File: src/rtl/tile_layer_mixer.sv
// N-layer tilemap compositor: double-buffered scroll registers committed at
// vblank, plus a two-stage pixel pipeline picking the frontmost opaque layer.
module tile_layer_mixer #(
   parameter  int NUM_LAYERS = 2,
   parameter  int PIX_W      = 4,
   parameter  int COL_W      = 4,
   parameter  int SCROLL_W   = 10,
   localparam int LW         = (NUM_LAYERS > 1) ? $clog2(NUM_LAYERS) : 1
) (
   input  logic                           CLK_32M,
   input  logic                           RESET_N,
   input  logic                           CE_PIX,
   input  logic                           IOWR,
   input  logic [7:0]                     IO_A,
   input  logic [7:0]                     IO_DIN,
   input  logic                           VBLANK,
   input  logic [NUM_LAYERS-1:0]          LAYER_EN,
   input  logic [NUM_LAYERS*PIX_W-1:0]    LAYER_BIT,
   input  logic [NUM_LAYERS*COL_W-1:0]    LAYER_COL,
   input  logic [NUM_LAYERS-1:0]          LAYER_CP15,
   input  logic [NUM_LAYERS-1:0]          LAYER_CP8,
   output logic [NUM_LAYERS*SCROLL_W-1:0] VSCROLL,
   output logic [NUM_LAYERS*SCROLL_W-1:0] HSCROLL,
   output logic [LW+COL_W+PIX_W-1:0]      PAL_IDX,
   output logic                           PIX_OPAQUE,
   output logic                           P1L
);

   logic                r_vb_prev;
   logic                r_mode;
   logic [SCROLL_W-1:0] r_vsh  [NUM_LAYERS];
   logic [SCROLL_W-1:0] r_hsh  [NUM_LAYERS];
   logic [SCROLL_W-1:0] r_vact [NUM_LAYERS];
   logic [SCROLL_W-1:0] r_hact [NUM_LAYERS];

   logic                w_win;
   logic                w_scr_wr;
   logic                w_mode_wr;
   logic                w_commit;
   logic [15:0]         w_wdata16;
   logic [15:0]         w_mask16;
   logic [SCROLL_W-1:0] w_wdata;
   logic [SCROLL_W-1:0] w_mask;

   assign w_win     = IOWR && (IO_A[7:6] == 2'b10);
   assign w_scr_wr  = w_win && !IO_A[3] &&
                      ({1'b0, IO_A[5:4]} < 3'(NUM_LAYERS));
   assign w_mode_wr = w_win && (IO_A[3:0] == 4'b1000);
   assign w_commit  = VBLANK && !r_vb_prev;

   // Byte lanes as a mask so narrow scroll widths simply drop the high byte
   assign w_wdata16 = {IO_DIN, IO_DIN};
   assign w_mask16  = IO_A[0] ? 16'hFF00 : 16'h00FF;
   assign w_wdata   = w_wdata16[SCROLL_W-1:0];
   assign w_mask    = w_mask16[SCROLL_W-1:0];

   always_ff @(posedge CLK_32M or negedge RESET_N) begin
      if (!RESET_N) begin
         r_vb_prev <= 1'b1;
         r_mode    <= 1'b0;
         for (int i = 0; i < NUM_LAYERS; i++) begin
            r_vsh[i]  <= '0;
            r_hsh[i]  <= '0;
            r_vact[i] <= '0;
            r_hact[i] <= '0;
         end
      end else begin
         r_vb_prev <= VBLANK;
         if (w_mode_wr)
            r_mode <= IO_DIN[0];
         for (int i = 0; i < NUM_LAYERS; i++) begin
            if (w_commit) begin
               r_vact[i] <= r_vsh[i];
               r_hact[i] <= r_hsh[i];
            end
            if (w_scr_wr && (IO_A[5:4] == 2'(i))) begin
               if (IO_A[1])
                  r_hsh[i] <= (r_hsh[i] & ~w_mask) | (w_wdata & w_mask);
               else
                  r_vsh[i] <= (r_vsh[i] & ~w_mask) | (w_wdata & w_mask);
            end
         end
      end
   end

   for (genvar g = 0; g < NUM_LAYERS; g++) begin : g_scroll
      assign VSCROLL[g*SCROLL_W +: SCROLL_W] = r_vact[g];
      assign HSCROLL[g*SCROLL_W +: SCROLL_W] = r_hact[g];
   end

   logic [NUM_LAYERS-1:0] r_s1_en;
   logic [NUM_LAYERS-1:0] r_s1_cp15;
   logic [NUM_LAYERS-1:0] r_s1_cp8;
   logic [PIX_W-1:0]      r_s1_bit [NUM_LAYERS];
   logic [COL_W-1:0]      r_s1_col [NUM_LAYERS];
   logic                  r_s1_mode;

   always_ff @(posedge CLK_32M or negedge RESET_N) begin
      if (!RESET_N) begin
         r_s1_en   <= '0;
         r_s1_cp15 <= '0;
         r_s1_cp8  <= '0;
         r_s1_mode <= 1'b0;
         for (int i = 0; i < NUM_LAYERS; i++) begin
            r_s1_bit[i] <= '0;
            r_s1_col[i] <= '0;
         end
      end else if (CE_PIX) begin
         r_s1_en   <= LAYER_EN;
         r_s1_cp15 <= LAYER_CP15;
         r_s1_cp8  <= LAYER_CP8;
         r_s1_mode <= r_mode;
         for (int i = 0; i < NUM_LAYERS; i++) begin
            r_s1_bit[i] <= LAYER_BIT[i*PIX_W +: PIX_W];
            r_s1_col[i] <= LAYER_COL[i*COL_W +: COL_W];
         end
      end
   end

   logic [NUM_LAYERS-1:0] w_opq;
   logic [NUM_LAYERS-1:0] w_hit;
   logic [LW-1:0]         w_sel;
   logic [PIX_W-1:0]      w_sel_bit;
   logic [COL_W-1:0]      w_sel_col;

   always_comb begin
      w_opq = '0;
      w_hit = '0;
      for (int k = 0; k < NUM_LAYERS; k++) begin
         w_opq[k] = r_s1_en[k] && (r_s1_bit[k] != '0);
         w_hit[k] = (r_s1_cp15[k] && w_opq[k]) ||
                    (r_s1_cp8[k] && r_s1_en[k] &&
                     r_s1_bit[k][PIX_W-1]);
      end
   end

   // Scan from the back toward the front so the last hit is the winner
   always_comb begin
      w_sel = r_s1_mode ? '0 : LW'(NUM_LAYERS-1);
      if (r_s1_mode) begin
         for (int k = 0; k < NUM_LAYERS; k++)
            if (w_opq[k])
               w_sel = LW'(k);
      end else begin
         for (int k = NUM_LAYERS-1; k >= 0; k--)
            if (w_opq[k])
               w_sel = LW'(k);
      end
   end

   always_comb begin
      w_sel_col = r_s1_col[w_sel];
      w_sel_bit = r_s1_en[w_sel] ? r_s1_bit[w_sel] : '0;
   end

   logic [LW+COL_W+PIX_W-1:0] r_pal_idx;
   logic                      r_opaque;
   logic                      r_p1l;

   always_ff @(posedge CLK_32M or negedge RESET_N) begin
      if (!RESET_N) begin
         r_pal_idx <= '0;
         r_opaque  <= 1'b0;
         r_p1l     <= 1'b1;
      end else if (CE_PIX) begin
         r_pal_idx <= {w_sel, w_sel_col, w_sel_bit};
         r_opaque  <= |w_opq;
         r_p1l     <= ~(|w_hit);
      end
   end

   assign PAL_IDX    = r_pal_idx;
   assign PIX_OPAQUE = r_opaque;
   assign P1L        = r_p1l;

endmodule

File: config.mk
export PLATFORM = sky130hd
export DESIGN_NAME = tile_layer_mixer
export DESIGN_NICKNAME = d
export VERILOG_FILES = /design/src/rtl/tile_layer_mixer.sv
export SDC_FILE = /design/constraint.sdc
export NUM_CORES = 1
export LEC_CHECK = 0
export BUFFER_PORTS_ARGS = -buffer_cell sky130_fd_sc_hd__buf_2
export CORE_MARGIN = 4
export CORE_UTILIZATION = 33
export DETAILED_ROUTE_END_ITERATION = 6
export GPL_ROUTABILITY_DRIVEN = 1
export GPL_TIMING_DRIVEN = 0
export REMOVE_ABC_BUFFERS = 1
export SLEW_MARGIN = 20
export SYNTH_ARGS = -nofsm -noshare
export SYNTH_HDL_FRONTEND = slang
export SYNTH_SLANG_ARGS = --single-unit
File: constraint.sdc
create_clock -name CLK_32M -period 2.25 [get_ports CLK_32M]
set_input_delay 0.225 -clock CLK_32M [delete_from_list [all_inputs] [get_ports CLK_32M]]
set_output_delay 0.225 -clock CLK_32M [all_outputs]
set_load 0.005 [all_outputs]
==> results of run 1 <==
metal layers:
layer / share of wire (%) / up-vias / wire length, µm / GRT usage (%)
met3: 7.5 / 14 / 692 / 5.714
met4: 1.8 / 0 / 166 / 5.931
met2: 47 / 84 / 4318 / 19.08
met5: 0 / - / 0 / 0
li1: - / 1248 / - / -
met1: 44 / 1376 / 4073 / 15.44
per-stage QoR:
stage / hold slack (ns) / util (%) / cell area, µm² / total power, µW
global route: 0.03239 / 43.61 / 5821 / 5773
CTS: 0.02625 / 43.61 / 5821 / 5600
global placement: 0.3421 / 38.88 / 5190 / 3000
finish: 0.04609 / 43.61 / 5821 / 5508
detailed placement: 0.1735 / 39.30 / 5246 / 3032
floorplan: -0.07059 / - / 4504 / 2727
cells by family after synthesis:
kind of cell,synth area share (%)
flops,63.90
mux,28.23
buf+inv,1.431
compound gates,2.532
simple gates,3.908
critical path, stage by stage (launching register included):
cell and delay (ns):
sky130_fd_sc_hd__dfrtp_1 0.41, sky130_fd_sc_hd__o41a_1 0.46, sky130_fd_sc_hd__o311ai_0 0.76, sky130_fd_sc_hd__o22ai_1 0.18
area by class of cell:
type	count	share of cell area (%)
Tap cell	176	3.783
Inverter	6	0.3869
Clock inverter	6	1.376
Clock buffer	22	8.147
Timing Repair Buffer	97	9.265
Multi-Input combinational cell	154	27.13
Sequential cell	116	49.91
final timing paths:
path	endpoint	slack (ns)
max reg2reg	PAL_IDX[1]	0.28
min	r_s1_cp15[0]	0.05
max in group asynchronous	r_vb_prev	1.26
max	PAL_IDX[1]	0.28
min reg2reg	P1L	0.47
min in group asynchronous	r_s1_bit[5]	0.30
where the power goes:
part	leakage, µW	total [µW]	switching (µW)	internal [µW]
Sequential	0.00151	2430	118	2310
Combinational	0.00115	561	250	311
Clock	0.000277	2520	844	1680
Total	0.00294	5510	1210	4300
repair_timing:
item                       CTS  global route
setup endpoints to repair    0             0
hold endpoints to repair    43             0
hold buffers                 2             0
resized for setup            0             0
cell usage in the layout (no fill, tap or decap), types with 2 or more instances in the layout:
master,count
sky130_fd_sc_hd__nand3_1,4
sky130_fd_sc_hd__dfrtp_1,114
sky130_fd_sc_hd__clkbuf_16,17
sky130_fd_sc_hd__clkbuf_1,2
sky130_fd_sc_hd__nand2_1,2
sky130_fd_sc_hd__clkinv_2,4
sky130_fd_sc_hd__o41ai_1,2
sky130_fd_sc_hd__nor2_1,7
sky130_fd_sc_hd__dfstp_2,2
sky130_fd_sc_hd__mux2i_1,9
sky130_fd_sc_hd__buf_2,92
sky130_fd_sc_hd__o22ai_1,4
sky130_fd_sc_hd__bufinv_16,2
sky130_fd_sc_hd__clkbuf_8,3
sky130_fd_sc_hd__inv_1,6
sky130_fd_sc_hd__nand3b_1,3
sky130_fd_sc_hd__a21oi_1,4
sky130_fd_sc_hd__o41a_1,2
sky130_fd_sc_hd__dlygate4sd3_1,2
sky130_fd_sc_hd__mux2_2,104
==> out/metrics.json, run 1 <==
{
  "min_path": {
    "hold_path.startpoint": "LAYER_CP15[0]",
    "min-delay-path-class": "in2reg",
    "worst_hold_path.num_cells": 2
  },
  "power_and_ir_drop": {
    "power-per-cell-area_nw_per_um2": 946.3,
    "total_leakage_power_uw": 0.002938,
    "power.ir.vdd_worst_mv": 0.4766
  },
  "final_layout": {
    "finish.cell_count_without_fillers": 577,
    "final_layout_size_suffix_gt1_share_pct": 58.10,
    "synthesis_to_finish_area_growth_pct": 28.01,
    "nNetsFinal": 435,
    "antenna-diode-count": 0,
    "multi_input_logic_area_um2": 1579,
    "layout.filler_cells": 1243,
    "final-seq-area_um2": 2905
  },
  "logic_synthesis": {
    "synth_top_area_cell": "sky130_fd_sc_hd__dfrtp_1",
    "postSynth.asyncResetShare_pct": 100.0,
    "synthesis.area_um2": 4547,
    "yosys-top-cells-count": "sky130_fd_sc_hd__dfrtp_1, sky130_fd_sc_hd__mux2_2, sky130_fd_sc_hd__mux2i_1",
    "synth_top_area_share_pct": 62.74,
    "yosysMostFrequentCell": "sky130_fd_sc_hd__dfrtp_1",
    "most_used_flip_flop_cell_after_synthesis": "sky130_fd_sc_hd__dfrtp_1",
    "avgSynthCellArea_um2": 15.84,
    "synth_sequential_area_ratio_pct": 63.90,
    "synth_top_cells_by_area": "sky130_fd_sc_hd__dfrtp_1, sky130_fd_sc_hd__mux2_2, sky130_fd_sc_hd__mux2i_1",
    "synthCells": 287,
    "yosys.cell_types.count": 29,
    "yosys_register_bits": 116,
    "warnings_synthesis": 0,
    "synth_edf_count": 0
  },
  "sta": {
    "timing.fmax_mhz": 507.0,
    "final_hold_viol_count": 0,
    "timing.final.crit_period_ns": 1.972,
    "final-setup-viol-count": 0,
    "max_slew_margin_pct": 39.49,
    "layout_worst_path_cycle_share_pct": 87.66,
    "finalSetupTns_ns": 0,
    "worst_slew_pin_slew_ns": 0.8962,
    "rsz0062_at_grt": "no",
    "finClkSkew_ns": 0.007103,
    "timing_max_transition_violations_final": 0,
    "final_critical_path_setup_slack_ns": 0.2777
  },
  "detailed_routing": {
    "detailed_routing_iterations_pass_1": 4,
    "first_iter_violations": 162,
    "detail_route.wirelength_um": 9250,
    "viasPerCell": 4.718,
    "route.vias.total": 2722,
    "wl_per_cell_um": 16.03,
    "ant_nets": 0,
    "drcViolationCount": 0
  },
  "run": {
    "max_cap_violations": 0
  },
  "clocking": {
    "cts_made_buffers": 17,
    "cts.clk_slew.worst_paths_ns": 0.05,
    "clock_tree.buffer_depth": 2,
    "clkLatencyLatePin_ns": 0.41,
    "cts_tree": "built",
    "clockRootBuffer": "sky130_fd_sc_hd__clkbuf_16",
    "h-tree-depth": 4,
    "postCtsSetupRepairBufs": 0,
    "cts_sinks": 116
  },
  "worst_setup_path": {
    "startpoint": "r_s1_bit[5]",
    "cp_max_fo": 4,
    "critical_path_type": "reg2reg",
    "crit-reg2reg-launch": "r_s1_bit[5]",
    "endpoint_kind": "flop",
    "sort_of_element_at_the_start_of_the_critical_path": "flop",
    "critPathRequiredTime_ns": 2.50,
    "arrival_ns": 2.22,
    "worst-r2r-cell-count": 3
  },
  "die": {
    "die_y_um": 125.4,
    "fp.dieArea_um2": 15720,
    "fp_rows": 42,
    "boundaryPins": 94,
    "floorplan.initialDensity_pct": 34.06,
    "floorplan.core_area_um2": 13350,
    "die-width_um": 125.4
  },
  "placed_design": {
    "number_of_port_buffers": 93,
    "hpwl_um": 6400,
    "post-place-ws_ns": 0.07066,
    "placed_cells_incl_taps": 547,
    "place.gp.congestion": 0.7866
  },
  "global_routing": {
    "grtUsageTotal_pct": 12.61,
    "overflow": 0,
    "number_of_antenna_violations_at_the_first_check_in_global_routing": 0,
    "grt_pass1_wl_um": 15350,
    "vias_in_the_first_global_route": 2934,
    "grt_max_degree": 75
  },
  "status": {
    "status": "finished clean"
  }
}
Note: power is estimated with default switching activity, not from simulation.
==> run 2, diff against run 1 <==
Settings changed: ABC_CLOCK_PERIOD_IN_PS set to 2250, CORE_UTILIZATION 33 to 55, CTS_BUF_LIST set to sky130_fd_sc_hd__clkbuf_4, PLACE_DENSITY set to 0.8.
==> run 2 against run 1 <==
  * Sequential share of layout area grew 1.0 points
  * Largest cell class unchanged
  * Critical path depth is the same
  * Count of clock-buffer cells in the layout shrank 4
  * Wire length is 5.0% lower
  * Hold slack improved by 0.060 ns
  * Final cell count fell by 7.3%
  * Flip-flop and latch count is the same
  * Clock skew up 0.0050 ns
==> out/metrics.json, run 2 (synthesis results as in run 1) <==
{
  "final_layout": {
    "most-common-layout-cells": "sky130_fd_sc_hd__dfrtp_1, sky130_fd_sc_hd__mux2_2, sky130_fd_sc_hd__buf_2, sky130_fd_sc_hd__dlygate4sd3_1, sky130_fd_sc_hd__clkbuf_4",
    "finalInstanceArea_um2": 5703,
    "nNetsFinal": 463,
    "final_layout_size_suffix_gt1_share_pct": 54.97,
    "antenna-diode-count": 0,
    "finalCoreUtilization_pct": 72.30,
    "layout.cells.most_common": "sky130_fd_sc_hd__dfrtp_1",
    "synthesis_to_finish_area_growth_pct": 25.43
  },
  "clocking": {
    "cts_tree": "built",
    "clockRootBuffer": "sky130_fd_sc_hd__clkbuf_4",
    "post_cts_gate_resize_count": 0,
    "cts_made_buffers": 17,
    "h-tree-depth": 4,
    "clock_tree.buffer_depth": 2,
    "clkLatencyLatePin_ns": 0.49,
    "postCtsSetupRepairBufs": 0,
    "cts.clk_slew.worst_paths_ns": 0.10,
    "cts_sinks": 116
  },
  "detailed_routing": {
    "detail_route.wirelength_um": 8785,
    "detailed_routing_iterations_pass_1": 4,
    "viasPerCell": 5.293,
    "ant_nets": 0,
    "route.vias.total": 2832,
    "wl_per_cell_um": 16.42,
    "first_iter_violations": 95,
    "drcViolationCount": 0
  },
  "power_and_ir_drop": {
    "total_leakage_power_uw": 0.002905,
    "power-per-cell-area_nw_per_um2": 757.8,
    "power.ir.vdd_worst_mv": 0.6615
  },
  "sta": {
    "final_hold_viol_count": 0,
    "final_critical_path_setup_slack_ns": 0.3550,
    "rsz0062_at_grt": "no",
    "timing_max_transition_violations_final": 0,
    "whs_ns": 0.1065,
    "finClkSkew_ns": 0.01215,
    "max_slew_margin_pct": 47.21,
    "final-setup-viol-count": 0,
    "worst_slew_pin_slew_ns": 0.7918,
    "timing.final.crit_period_ns": 1.895,
    "layout_worst_path_cycle_share_pct": 84.22,
    "timing.fmax_mhz": 527.7
  },
  "global_routing": {
    "grtUsageTotal_pct": 19.45,
    "vias_in_the_first_global_route": 3057,
    "overflow": 0,
    "number_of_antenna_violations_at_the_first_check_in_global_routing": 0,
    "grt_max_degree": 68,
    "grt_pass1_wl_um": 14930
  },
  "worst_setup_path": {
    "sort_of_element_at_the_start_of_the_critical_path": "flop",
    "critical_path_type": "reg2reg",
    "endpoint_kind": "flop",
    "timing.reg2reg.setup_slack_ns": 0.35,
    "critPathRequiredTime_ns": 2.58,
    "arrival_ns": 2.22,
    "cp_max_fo": 4
  },
  "status": {
    "status": "finished clean"
  },
  "die": {
    "floorplan.core_area_um2": 7888,
    "fp.dieArea_um2": 9786,
    "die_y_um": 98.93,
    "fp_rows": 32,
    "boundaryPins": 94,
    "die-width_um": 98.93,
    "floorplan.initialDensity_pct": 57.65
  },
  "placed_design": {
    "hpwl_um": 5972,
    "post-place-ws_ns": 0.1050,
    "number_of_port_buffers": 93,
    "place.gp.congestion": 0.7156,
    "place_area_um2": 5154
  },
  "run": {
    "max_cap_violations": 0
  },
  "min_path": {
    "min-delay-path-class": "in2reg"
  }
}
## run 2: changes by cell type in the layout (fill, tap and decap cells not counted), moves of 2 or more
cell,previous run,this run
sky130_fd_sc_hd__clkbuf_1,2,0
sky130_fd_sc_hd__clkbuf_16,17,0
sky130_fd_sc_hd__clkbuf_4,0,18
sky130_fd_sc_hd__clkbuf_8,3,0
sky130_fd_sc_hd__clkinvlp_4,0,5
sky130_fd_sc_hd__dlygate4sd3_1,2,30
## run 2: metal layers
metal	global-route usage (%)	up-vias	part of all wire (%)
met3	7.148	12	7.0
met1	23.78	1424	41
met4	6.197	0	1.1
met2	32.23	83	51
li1	-	1313	-
met5	0	-	0
## run 2: what timing repair did
action                                  in CTS  in global routing
endpoints found under the setup margin       0                  0
hold buffers                                30                  0
hold endpoints to repair                    96                  0
## run 2: final timing paths
kind                              from     endpoint  cells after the start
max                        r_s1_bit[5]   PAL_IDX[3]                      3
min                            IO_A[2]       r_mode                      3
max reg2reg                r_s1_bit[5]   PAL_IDX[3]                      3
min in group asynchronous      RESET_N  r_s1_bit[1]                      2
max in group asynchronous      RESET_N    r_vb_prev                      3
min reg2reg                        P1L          P1L                      2
## run 2: stage by stage
| stage | TNS (ns) | instances | power, µW |
|---|---|---|---|
| after floorplan | 0 | 276 | 2727 |
| after global placement | -47.29 | 471 | 2983 |
| after detailed placement | 0 | 473 | 3029 |
| after CTS | 0 | 535 | 4386 |
| after global routing | 0 | 535 | 4582 |
| final | 0 | 535 | 4322 |
## run 2: cell type report
cell class                 count  area [µm²]
clock buffer                  18       135.1
sequential                   116        2905
multi-input combinational    154        1579
inverter                       6       22.52
tap                          102       127.6
timing repair buffer         125       819.5
fill                         560        2185
clock inverter                14       113.9
## run 2: report_power, final
part | total (µW) | switching, µW | internal, µW
combinational | 594 | 251 | 343
clock | 1300 | 756 | 549
sequential | 2420 | 124 | 2300
total | 4320 | 1130 | 3190
## run 2: worst max-delay path, cell delays in order (launching register included)
cell and delay, ns:
sky130_fd_sc_hd__dfrtp_1 0.44, sky130_fd_sc_hd__o41a_1 0.46, sky130_fd_sc_hd__o311ai_0 0.66, sky130_fd_sc_hd__o22ai_1 0.18
